[src/rtl/sub_seq_ctrl.sv]
// Nibble-serial WIDTH-bit subtractor controller: one shared 4-bit slice, LSB first, start/done handshake.
// Optional build macro SUB_SAT_EN selects saturating unsigned results (underflow clamps diff to 0).

module subtractor_4bit (
  input  logic [3:0] i_a,
  input  logic [3:0] i_b,
  input  logic       i_bin,
  output logic [3:0] o_d,
  output logic       o_bout
);
  logic [4:0] w_full;

  // The fifth bit of the widened difference is the borrow-out.
  assign w_full = {1'b0, i_a} - {1'b0, i_b} - {4'b0000, i_bin};
  assign o_d    = w_full[3:0];
  assign o_bout = w_full[4];
endmodule

module sub_seq_ctrl #(
  parameter int WIDTH = 16
) (
  input  logic             clk,
  input  logic             rst,
  input  logic             start,
  input  logic [WIDTH-1:0] a,
  input  logic [WIDTH-1:0] b,
  input  logic             bin,
  output logic             busy,
  output logic             done,
  output logic [WIDTH-1:0] diff,
  output logic             bout,
  output logic             zero
);
  localparam int NSLICE = WIDTH / 4;
  localparam int KW     = (NSLICE > 1) ? $clog2(NSLICE) : 1;

  typedef enum logic {S_IDLE, S_RUN} state_t;

  state_t           r_state, w_state_nxt;
  logic [WIDTH-1:0] r_a, r_b, r_work, r_diff;
  logic [KW-1:0]    r_k;
  logic             r_borrow, r_bout, r_zero, r_done;

  logic [3:0]       w_d;
  logic             w_bo, w_last, w_accept;
  logic [WIDTH-1:0] w_result, w_final;

  subtractor_4bit u_sub (
    .i_a    (r_a[4*r_k +: 4]),
    .i_b    (r_b[4*r_k +: 4]),
    .i_bin  (r_borrow),
    .o_d    (w_d),
    .o_bout (w_bo)
  );

  assign w_last   = (r_k == KW'(NSLICE - 1));
  assign w_accept = (r_state == S_IDLE) && start;

  // Full result as it will look once the current slice is written back.
  always_comb begin
    w_result            = r_work;
    w_result[4*r_k +: 4] = w_d;
`ifdef SUB_SAT_EN
    w_final = w_bo ? '0 : w_result;
`else
    w_final = w_result;
`endif
  end

  always_ff @(posedge clk or posedge rst) begin
    if (rst) r_state <= S_IDLE;
    else     r_state <= w_state_nxt;
  end

  // NOTE: defaults first in a combinational block so no path leaves the output unassigned (no latch).
  always_comb begin
    w_state_nxt = r_state;
    case (r_state)
      S_IDLE: if (start)  w_state_nxt = S_RUN;
      S_RUN:  if (w_last) w_state_nxt = S_IDLE;
      default:            w_state_nxt = S_IDLE;
    endcase
  end

  // NOTE: registered state uses non-blocking assignments so every flop samples pre-edge values.
  always_ff @(posedge clk or posedge rst) begin
    if (rst) begin
      r_a      <= '0;
      r_b      <= '0;
      r_borrow <= 1'b0;
      r_k      <= '0;
      r_work   <= '0;
      r_diff   <= '0;
      r_bout   <= 1'b0;
      r_zero   <= 1'b0;
      r_done   <= 1'b0;
    end else begin
      r_done <= 1'b0;
      if (w_accept) begin
        r_a      <= a;
        r_b      <= b;
        r_borrow <= bin;
        r_k      <= '0;
      end else if (r_state == S_RUN) begin
        r_work[4*r_k +: 4] <= w_d;
        r_borrow           <= w_bo;
        if (w_last) begin
          r_k    <= '0;
          r_diff <= w_final;
          r_bout <= w_bo;
          r_zero <= (w_final == '0);
          r_done <= 1'b1;
        end else begin
          r_k <= r_k + KW'(1);
        end
      end
    end
  end

  assign busy = (r_state == S_RUN);
  assign done = r_done;
  assign diff = r_diff;
  assign bout = r_bout;
  assign zero = r_zero;
endmodule

[config.mk]
export PLATFORM = sky130hd
export DESIGN_NAME = sub_seq_ctrl
export DESIGN_NICKNAME = d
export VERILOG_FILES = /design/src/rtl/sub_seq_ctrl.sv
export SDC_FILE = /design/constraint.sdc
export NUM_CORES = 1
export LEC_CHECK = 0
export CELL_PAD_IN_SITES_DETAIL_PLACEMENT = 0
export CELL_PAD_IN_SITES_GLOBAL_PLACEMENT = 1
export CORE_MARGIN = 2
export CORE_UTILIZATION = 38
export DETAILED_ROUTE_END_ITERATION = 12
export MAX_ROUTING_LAYER = met4
export PLACE_DENSITY = 0.74
export SLEW_MARGIN = 20
export SYNTH_ARGS = -nofsm -noshare
export SYNTH_HDL_FRONTEND = slang
export SYNTH_SLANG_ARGS = --single-unit
[constraint.sdc]
create_clock -name clk -period 3 [get_ports clk]
set_clock_uncertainty 0.2 [all_clocks]
set_input_delay 0.45 -clock clk [delete_from_list [all_inputs] [get_ports clk]]
set_output_delay 0.45 -clock clk [all_outputs]
set_load 0.05 [all_outputs]
# Word-level counts from Yosys, hierarchy flattened
# Index checks and enable logic that the tools add are counted.
# word_totals
wordCells	38
inputBits	36
output_inout_bits	20
regBits	71
# op_classes
mux	12
bitwise_logic	2
eq_ne	1
addsub	4
n_reduce_logical	5
shift	4
# ops
op	n
4-bit negation with 34-bit output	1
4-bit by 34-bit variable shift with 16-bit output (first input constant)	1
4-bit by 34-bit indexed part select with 16-bit output	1
16-bit by 5-bit indexed part select with 4-bit output	2
16-bit bitwise mux	1
16-bit logical NOT	1
1-bit 2-to-1 mux	7
2-bit 2-to-1 mux	3
4-bit by 4-bit subtractor with 5-bit output	1
5-bit by 1-bit subtractor with 5-bit output	1
3-bit AND reduction	1
2-bit by 1-bit adder with 2-bit output (second input constant)	1
2-bit == test (second input constant)	1
1-bit inverter	2
1-bit case mux with 2 select lines	1
2-bit AND reduction	1
2-bit nonzero test	1
1-bit logical AND	1

# Longest topological paths before layout
# depth
depth_word	6
mapped_depth	10
ltp_nobuf	9

# By module
# From an unflattened synthesis, not the netlist that was laid out.
# hier_totals
cells_unflattened	283
area_unflattened_um2	3489.6
# modules_own_cells
mod	seq_area_each_um2	area_per_inst_um2	cells_per_inst	n_inst
sub_seq_ctrl	1776.7	3281.9	259	1
subtractor_4bit	0.0	207.7	24	1

# Worst setup path after synthesis
# Ideal clock, no wire load.
# synth_timing
kind	register -> register
from	reg r_k[1]
to	reg r_zero (netlist: zero)
n_path_buf	1
setup_ns	0.119
path_stages_with_launch	8
t_required_ns	2.681
arrival_ns	2.606
synth_period_minus_slack_ns	2.925
setup_slack_ns	0.075
cell_sequence	dfrtp_1 buf_6 mux4_1 fa_1 fa_1 xor2_1 o221ai_2 and2_1
# synth_between
elab_chain_cells	6
word_cells_on_any_way	11
classes_between	3 x add/sub; 1 x eq/ne; 4 x shift; 1 x mux; 2 x reduce/logical
# synth_rtl
item	line	rtl
start, declared	41	logic [KW-1:0] r_k;
start signal, assigned	114	r_k <= r_k + KW'(1);
16-bit by 5-bit indexed part select with 4-bit output, on equally long branches	49, 50	
4-bit by 4-bit subtractor with 5-bit output	14	assign w_full = {1'b0, i_a} - {1'b0, i_b} - {4'b0000, i_bin};
5-bit by 1-bit subtractor with 5-bit output	14	
4-bit by 34-bit indexed part select with 16-bit output	62	w_result[4*r_k +: 4] = w_d;
16-bit bitwise mux	62	
16-bit logical NOT	111	r_zero <= (w_final == '0);
end signal, assigned	111	
end, declared	42	logic r_borrow, r_bout, r_zero, r_done;
# Several ways; a longest one is shown, not always the timed one.
# A chain may end at the register's enable or synchronous reset.

# Worst setup path after layout
# Ends and elaborated chain as after synthesis.

==> impl_summary.log <==
INFO  metric grt_max_degree = 44
INFO  metric whs = 0.3028 ns
INFO  metric area.growth.synth_to_final = 27.96%
INFO  metric synth.area.top_cells = sky130_fd_sc_hd__dfrtp_1 (52%), sky130_fd_sc_hd__mux2_2 (11%), sky130_fd_sc_hd__mux4_1 (5.4%), sky130_fd_sc_hd__a21oi_1 (5.1%), sky130_fd_sc_hd__ha_1 (3.7%)
INFO  metric r2r-start = r_k[1]
INFO  metric slew_headroom = 56.81%
INFO  metric floorplan.rows = 34
INFO  metric run_status = finished clean
INFO  metric syn_nets = 335
INFO  metric fp.dieArea = 9759 sq um
INFO  metric pins_over_slew_limit = 0
INFO  metric min-delay-path-class = flop to flop
INFO  metric vias_after_detailed_routing = 2397
INFO  metric drt-pass1-iter-count = 4
INFO  metric hold_start = r_a[15]
INFO  metric ant_nets = 0
INFO  metric crit_fanout = 7
INFO  metric synth_enable_flop_cells = 0
INFO  metric synth-async-reset-ratio = 100.0%
INFO  metric diodes_inserted = 0
INFO  metric timing.reg2reg.worst_path_depth = 7
INFO  metric rr_endpoint = zero
INFO  metric grt_resource_usage_total = 16.05%
INFO  metric clk_latency = 0.35 ns
INFO  metric synth_cells = 287
INFO  metric postSynthRegisterBits = 71
INFO  metric clk_transition_reported_paths = 0.07 ns
INFO  metric least_margin_pin_slew = 0.6469 ns
INFO  metric floorplan.core_area = 8721 sq um
INFO  metric route.detailed.drc = 0
INFO  metric io_buffers = 55
INFO  metric cts_sinks = 71
INFO  metric utilization = 50.10%
INFO  metric post_synth_most_frequent_cells = sky130_fd_sc_hd__dfrtp_1 (71), sky130_fd_sc_hd__a21oi_1 (35), sky130_fd_sc_hd__mux2_2 (32), sky130_fd_sc_hd__nor2_1 (21), sky130_fd_sc_hd__nor2b_1 (18)
INFO  metric die-width = 98.79 um
INFO  metric cts_made_buffers = 9
INFO  metric rrSetupSlack = 0.21 ns
INFO  metric routabilityCongestion = 0.8794
INFO  metric fmax = 358.0 MHz
INFO  metric ys.flop_type = sky130_fd_sc_hd__dfrtp_1
INFO  metric synth_warnings = 0
INFO  metric synth.most_common_cell = sky130_fd_sc_hd__dfrtp_1
INFO  metric worst-endpoint-arrival = 2.83 ns
INFO  metric global_route_wire_length_before_repair = 12050 um
INFO  metric total_number_of_h_tree_levels = 3
INFO  metric placedInstanceArea = 4149 sq um
INFO  metric ctsLongestPathBuffers = 2
INFO  metric final_period_minus_worst_setup_slack = 2.793 ns
INFO  metric detail_route.wirelength = 7239 um
INFO  metric tritoncts = built
INFO  metric finalSetupViolations = 0
INFO  metric hold_viol_final = 0
INFO  metric synth_area_per_cell = 11.90 sq um
INFO  metric ys_seq_area_share = 52.03%
INFO  metric cts_root_buffer = sky130_fd_sc_hd__clkbuf_8
INFO  metric starting_density_of_the_core = 39.15%
INFO  metric num_io_pins = 56
INFO  metric grt_antenna_before_repair = 0
INFO  metric drive_gt1_share = 20.28%
INFO  metric layout.cell_area.non_filler = 4369 sq um
INFO  metric worstHoldEndpoint = r_a[15]
INFO  metric drt_first_iter_violations = 68
INFO  metric netlist-cell-type-count = 38
INFO  metric unrepaired_setup_endpoints_after_global_routing = no
INFO  metric floorplan.die.height = 98.79 um
INFO  metric timing.critical_path.from_type = flop
INFO  metric synth_area_leader_cell = sky130_fd_sc_hd__dfrtp_1
INFO  metric cts_hold_buf = 0
INFO  metric drt-wirelength-per-cell = 15.47 um
INFO  metric worst-endpoint-required = 3.03 ns
INFO  metric grt_pass1_vias = 2431
INFO  metric grt_overflow = 0
INFO  metric drv.max_cap_violation_count = 0
INFO  metric setup.worst_path.end_class = flop
INFO  metric fin_tns_setup = 0 ns
INFO  metric path_class = flop to flop
INFO  metric syn_area = 3415 sq um
INFO  metric final.period_utilization = 93.10%
INFO  metric yosysTopAreaCellShare = 52.03%
INFO  metric viasPerCell = 5.122
INFO  metric whs_path_depth = 1
INFO  metric place.detailed.hpwl = 5123 um
INFO  metric num-nets-final = 403
==> worst max-delay path, cell delays in order, from the launching register on <==
cell and delay (ns):
sky130_fd_sc_hd__dfrtp_1 0.37, sky130_fd_sc_hd__mux4_1 0.58, sky130_fd_sc_hd__fa_1 0.44, sky130_fd_sc_hd__fa_1 0.45, sky130_fd_sc_hd__xor2_1 0.20, sky130_fd_sc_hd__buf_4 0.19, sky130_fd_sc_hd__o221ai_2 0.11, sky130_fd_sc_hd__and2_1 0.15
==> worst max-delay path by stage <==
stage                start    endpoint  slack [ns]  cells past startpoint
floorplan           r_k[1]        zero        0.07                      7
global placement    r_k[0]        zero        0.15                      7
detailed placement  r_k[0]        zero        0.11                      7
CTS                 r_k[0]        zero        0.07                      7
global route        r_k[1]  r_work[11]        0.07                      9
finish              r_k[1]        zero        0.21                      7
==> per-layer routing <==
metal | wire length (um) | track usage, % | up-vias
met5 | 0 | - | -
met4 | 119 | 5.163 | 0
met3 | 405 | 4.468 | 12
met2 | 3311 | 23.75 | 75
met1 | 3402 | 21.53 | 1148
li1 | - | - | 1162
==> flip-flops by register name (all words and copies together) (netlist names) <==
| register | cells |
|---|---|
| r_borrow | 1 |
| done | 1 |
| diff | 16 |
| r_b | 16 |
| bout | 1 |
| zero | 1 |
| r_work | 16 |
| busy | 1 |
| r_k | 2 |
| r_a | 16 |
==> what timing repair did <==
action	CTS	global route
buffers inserted	0	4
endpoints found under the setup margin	0	4
gates resized for setup	0	1
==> stage by stage <==
stage / cells / setup slack (ns)
2_1_floorplan: 287 / 0.07469
3_3_place_gp: 448 / 0.1508
3_5_place_dp: 448 / 0.1110
4_1_cts: 464 / 0.06891
5_1_grt: 468 / 0.06606
6_report: 468 / 0.2069
==> logic make-up after synthesis <==
group / synth area share (%)
mux: 16.60
compound gates: 11.18
simple gates: 10.85
fa+ha+maj: 4.837
flops: 52.03
buf+inv: 3.518
xor+xnor: 0.9896
==> final cells by class <==
| type | instances | area (sq um) |
|---|---|---|
| clock buffers | 10 | 127.6 |
| repair buffers | 74 | 705.7 |
| fillers | 794 | 4352 |
| flip-flops and latches | 71 | 1778 |
| well taps | 108 | 135.1 |
| inverters | 11 | 41.29 |
| multi-input cells | 188 | 1520 |
| clock inverters | 6 | 61.31 |
==> cell usage in the layout (no fill, tap or decap), drive strengths merged, types with 2 or more instances in the layout <==
cell,Yosys,layout
a32o,8,8
nand2,13,13
clkbuf,11,10
mux4,8,8
nor2b,18,18
a21oi,36,36
nand2b,5,5
nor2,21,21
clkdlybuf4s50,0,55
buf,6,19
nor4bb,2,2
o221ai,2,2
and3,2,2
fa,2,2
dfrtp,71,71
mux2,32,32
clkinv,0,4
ha,10,10
nor3,4,4
inv,11,11
and2,2,2
xnor2,2,2
o21ai,7,7
a41oi,2,2
nand4,2,2
nand3,3,3
Power is left out: the tool's default activity adds up to more than one toggle a clock period on the data nets, which glitch-free logic cannot reach.
